### config.mk
export PLATFORM = sky130hd
export DESIGN_NAME = emif_dout_arbiter
export DESIGN_NICKNAME = d
export VERILOG_FILES = /design/src/rtl/emif_dout_arbiter.sv
export SDC_FILE = /design/constraint.sdc
export NUM_CORES = 1
export LEC_CHECK = 0
export ABC_AREA = 1
export CAP_MARGIN = 10
export CORE_AREA = 4 4 79 81
export DETAILED_ROUTE_END_ITERATION = 8
export DIE_AREA = 0 0 83 85
export PLACE_DENSITY = 0.8
export SLEW_MARGIN = 0
export SYNTH_ARGS = -nofsm -noshare
export SYNTH_HDL_FRONTEND = slang
export SYNTH_SLANG_ARGS = --single-unit
export TNS_END_PERCENT = 100
### constraint.sdc
create_clock -name clk -period 2.07 [get_ports clk]
set_input_delay 0.414 -clock clk [delete_from_list [all_inputs] [get_ports clk]]
set_output_delay 0.414 -clock clk [all_outputs]
set_load 0.01 [all_outputs]
### src/rtl/emif_dout_arbiter.sv
// rtl/emif_dout_arbiter.sv - round-robin arbiter driving a shared registered EMIF output data bus
//
// Two requesters compete for one output bus. The winner streams len beats,
// each held for HOLD_CYCLES clocks. A turnaround gap of TURN_CYCLES idle
// clocks with the bus disabled follows before the next owner is chosen.
//
// Ports:
//   clk, rst              rising-edge clock, synchronous active-high reset
//   req0/1, len0/1        level request and beat count (len latched at grant)
//   dat0/1                current beat data of each requester
//   gnt0/1                bus owned by requester 0/1
//   rdy0/1                one-clock pulse: current beat consumed, present next
//   bus_data              registered data feeding the output buffers
//   bus_oe, bus_strb      bus driven / last clock of a beat
//   busy                  arbiter not idle

module emif_dout_arbiter #(
    parameter int DATA_WIDTH  = 16,
    parameter int HOLD_CYCLES = 2,
    parameter int TURN_CYCLES = 1
) (
    input  logic                  clk,
    input  logic                  rst,
    input  logic                  req0,
    input  logic [7:0]            len0,
    input  logic [DATA_WIDTH-1:0] dat0,
    output logic                  gnt0,
    output logic                  rdy0,
    input  logic                  req1,
    input  logic [7:0]            len1,
    input  logic [DATA_WIDTH-1:0] dat1,
    output logic                  gnt1,
    output logic                  rdy1,
    output logic [DATA_WIDTH-1:0] bus_data,
    output logic                  bus_oe,
    output logic                  bus_strb,
    output logic                  busy
);

    typedef enum logic [1:0] {
        IDLE,
        XFER,
        TURN
    } state_t;

    localparam logic [3:0] HOLD_LAST = 4'(HOLD_CYCLES - 1);
    localparam logic [2:0] TURN_LAST = 3'((TURN_CYCLES > 0) ? TURN_CYCLES - 1 : 0);

    state_t                state, state_n;
    logic                  owner, owner_n;     // requester owning the current burst
    logic                  last, last_n;       // requester granted most recently
    logic [3:0]            hold_cnt, hold_n;   // clocks already spent in the current beat
    logic [7:0]            beat_cnt, beat_n;   // beats remaining, including the current one
    logic [2:0]            turn_cnt, turn_n;
    logic [DATA_WIDTH-1:0] data_q, data_n;

    logic elig0, elig1, pick1, beat_end;

    always_comb begin
        state_n  = state;
        owner_n  = owner;
        last_n   = last;
        hold_n   = hold_cnt;
        beat_n   = beat_cnt;
        turn_n   = turn_cnt;
        data_n   = data_q;

        elig0    = req0 && (len0 != 8'd0);
        elig1    = req1 && (len1 != 8'd0);
        // Requester 1 wins when alone, or when both ask and 0 was served last.
        pick1    = elig1 && (!elig0 || (last == 1'b0));
        beat_end = (state == XFER) && (hold_cnt == HOLD_LAST);

        case (state)
            IDLE: begin
                if (elig0 || elig1) begin
                    state_n = XFER;
                    owner_n = pick1;
                    last_n  = pick1;
                    beat_n  = pick1 ? len1 : len0;
                    hold_n  = 4'd0;
                    data_n  = pick1 ? dat1 : dat0;
                end
            end
            XFER: begin
                if (beat_end) begin
                    hold_n = 4'd0;
                    if (beat_cnt == 8'd1) begin
                        turn_n = 3'd0;
                        if (TURN_CYCLES == 0) begin
                            state_n = IDLE;
                        end else begin
                            state_n = TURN;
                        end
                    end else begin
                        // Next beat loads back-to-back; requester updated dat during rdy.
                        beat_n = beat_cnt - 8'd1;
                        data_n = owner ? dat1 : dat0;
                    end
                end else begin
                    hold_n = hold_cnt + 4'd1;
                end
            end
            TURN: begin
                if (turn_cnt == TURN_LAST) begin
                    state_n = IDLE;
                end else begin
                    turn_n = turn_cnt + 3'd1;
                end
            end
            default: state_n = IDLE;
        endcase
    end

    always_ff @(posedge clk) begin
        if (rst) begin
            state    <= IDLE;
            owner    <= 1'b0;
            last     <= 1'b1;   // makes requester 0 the first winner
            hold_cnt <= 4'd0;
            beat_cnt <= 8'd0;
            turn_cnt <= 3'd0;
            data_q   <= '0;
        end else begin
            state    <= state_n;
            owner    <= owner_n;
            last     <= last_n;
            hold_cnt <= hold_n;
            beat_cnt <= beat_n;
            turn_cnt <= turn_n;
            data_q   <= data_n;
        end
    end

    assign gnt0     = (state == XFER) && !owner;
    assign gnt1     = (state == XFER) && owner;
    assign rdy0     = beat_end && !owner;
    assign rdy1     = beat_end && owner;
    assign bus_oe   = (state == XFER);
    assign bus_strb = beat_end;
    assign busy     = (state != IDLE);
    assign bus_data = data_q;

endmodule

==> metrics.md <==
| Metric | Value |
|---|---|
| RSZ-0062 raised after global routing | no |
| Vias in the first global route | 2791 |
| Sequential area share after synthesis | 26.35% |
| Least-Margin Pin Slew | between 0.3 and 0.4 ns |
| Nets@finish | 586 |
| FILL cells | 520 |
| Crit-path cells | inv_1 -> nor2_4 -> nand2_2 -> inv_1 -> clkdlybuf4s50_1 |
| Port Buf Inserts | 74 |
| Relative slew slack | around 73% |
| CP peak stage delay | ~0.53 ns |
| Syn Area/Cell | 5.922 um2 |
| CTS H-Tree Depth | 2 |
| Final ANT Viol Nets | 0 |
| Worst hold-check path type | register to register |
| Crit path top cell by count | inv_1 |
| Synth-to-layout area growth | 35.91% |
| TritonCTS clock tree | built |
| CP arrival | 1.57 ns |
| Final Skew | 0.01093 ns |
| ANT cells | 0 |
| Clock buffer depth | 2 |
| Max Clk Rate | 504.4 MHz |
| Required time of the critical path | 1.66 ns |
| Final core utilization | roughly two thirds |
| Wire length per cell | 12.13 um |
| Main flop type after synthesis | dfxtp_1 |
| Die Height | between 80 and 90 um |
| DP HPWL | 5438 um |
| Detailed Route WL | 7292 um |
| Maximum vdd drop | between 0.0004 and 0.0005 V |
| Top cell type by total area after synthesis | dfxtp_1 |
| Non-Filler Instances | 601 |
| Row count | 27 |
| Clk_lat worst skew | 0.30 ns |
| Syn_nets | 507 |
| Number of clock sinks | 35 |
| All-Layer GR Usage | between 20% and 30% |
| Largest net degree at the start of global routing | 29 |
| Min Tclk post-route | 1.982 ns |
| Pwr dens | 868.8 nW/um2 |
| Final-report hold violation count | 0 |
| Root buffer cell | clkbuf_8 |
| Netlist Area Pre-Place | 2659 um2 |
| Slowest CP cell | clkdlybuf4s50_1 |
| Hold Path Origin | hold_cnt[0]$_SDFFE_PP0P_ |
| Crit path capture type | primary output |
| Min Hold Slack | 0.4691 ns |
| GPL Wtd Cong | 0.9008 |
| Max-cap violations | 0 |
| Non-Filler Cell Area, Final | 3613 um2 |
| Die ar. | approximately 7100 um2 |
| Multi-input gate area in the final layout | 1511 um2 |
| Total grt overflow | 0 |
| Post-route clock period utilization | 95.77% |
| Clk slew on worst S/H paths | ~0.07 ns |
| RR Startpoint | state[0]$_SDFFE_PP0P_ |
| First drt pass iteration count | 4 |
| Pins over their slew limit | 0 |
| Most frequent cells in the layout | nand2_1 (120), inv_1 (84), clkdlybuf4s50_1 (69) |
| Hold-fix buffers at CTS | 0 |
| DP Area | 3491 um2 |
| First-pass GRT wire length | 12230 um |
| Total CTS buffers | 5 |
| Fraction of layout cells with a size suffix above 1 | a little over a tenth |
| Ranking of synthesized cells by area | dfxtp_1 (26%), nand2_1 (17%), inv_1 (12%) |
| Final Setup Violations | 0 |
| IO Pins | 75 |
| CP top delay family | buffers and inverters |
| Vias per cell | 4.945 |
| Synth top area share | 26.35% |
| Initial DRC count | 247 |
| Critical Path Start | state[0]$_SDFFE_PP0P_ |
| Pleak | 0.001811 uW |
| Synth async-reset ratio | 0% |
| Register Area | ~710 um2 |
| Syn Inst Count | about 450 |
| Yosys warns | 0 |
| Initial Util | 48.58% |
| Die width | ~83 um |
| Synthesis-stage register bit count | 35 |
| CP bufs+invs | 3 |
| Netlist cell types | 27 |
| Commonest non-fill, non-tap cell in the layout | nand2_1 |
| Residual DRC | 0 |
| Outcome | finished clean |
| Antenna violations before repair | 0 |
| Worst setup SP type | register |
| Vias | 2972 |
| Placed Cells | between 500 and 600 |
| Number of synthesized flops with an enable pin | 0 |
| Core area | 5473 um2 |
| Maximum fanout along the worst path | 3 |
| Critical path type | register to primary output |
==> layer usage <==
layer  wire length, um  GRT usage [%]  vias to the layer above
li1                  -              -                     1543
met1              3114          25.34                     1318
met2              3637          36.22                      103
met3               433          4.078                        8
met4               106          6.686                        0
met5                 0              0                        -
==> area by class of cell <==
type / instances / share of cell area, %
Multi-Input combinational cell: 308 / 41.83
Timing Repair Buffer: 90 / 24.65
Clock buffer: 6 / 2.008
Tap cell: 72 / 2.493
Inverter: 88 / 9.141
Sequential cell: 35 / 19.53
Clock inverter: 2 / 0.3463
==> flip-flops by register name, summed over array words and instances, names as in the netlist <==
register	count
beat_cnt	8
bus_data	16
hold_cnt	4
last	1
owner	1
state	2
turn_cnt	3
==> where the power goes <==
part / total [uW] / internal (uW) / switching [uW] / leakage [uW]
combinational: 1710 / 750 / 955 / 0.00148
sequential: 934 / 836 / 98.3 / 0.000290
clock: 500 / 235 / 265 / 0.0000412
total: 3140 / 1820 / 1320 / 0.00181
==> metrics by stage <==
step,TNS [ns],setup slack [ns],power (uW)
after floorplan,0,0.4794,2066
after global placement,0,0.04791,2586
after detailed placement,-0.06998,-0.02811,2620
after CTS,0,0.02084,3125
after global routing,0,0.01494,3406
final,0,0.08757,3139
==> cells by family (layout without fill, tap and decap cells) <==
group,Yosys count,after routing,synth area share [%]
flip-flops,35,35,26.35
adder cells (fa/ha/maj),6,6,2.823
AND/OR/NAND/NOR,242,242,39.58
AO/OA/AOI/OAI,60,60,14.26
buffers and inverters,106,186,16.99
==> worst reg2reg max path: stages, from the launching register on <==
cell	delay [ns]
dfxtp_4	0.37
inv_1	0.08
nor2_4	0.15
buf_4	0.13
buf_4	0.11
inv_2	0.03
buf_4	0.23
o21ai_2	0.24
inv_2	0.05
nand2_1	0.11
nand2_1	0.07
a21oi_1	0.15
==> cell usage after synthesis, drive strengths merged (2+ instances only) <==
library cell  number
o21ai             11
inv               87
a21oi             32
dfxtp             35
ha                 6
nand2            125
nand3             39
nor2              67
o22ai             16
buf               18
nand3b             2
nand4              7
==> repair_timing <==
item / CTS / global route
pin swaps: 0 / 1
resized for setup: 7 / 3
setup buffers: 0 / 3
endpoints found under the setup margin: 6 / 3
==> final timing paths <==
| path | to | slack (ns) | depth (start not counted) |
|---|---|---|---|
| worst max-delay path | gnt1 | 0.09 | 5 |
| worst min-delay path | hold_cnt[0]$_SDFFE_PP0P_ | 0.47 | 1 |
| worst max register to register | turn_cnt[2]$_SDFFE_PP0P_ | 0.27 | 11 |
| worst min register to register | hold_cnt[0]$_SDFFE_PP0P_ | 0.47 | 1 |
Power figures use the tool's default switching activity.
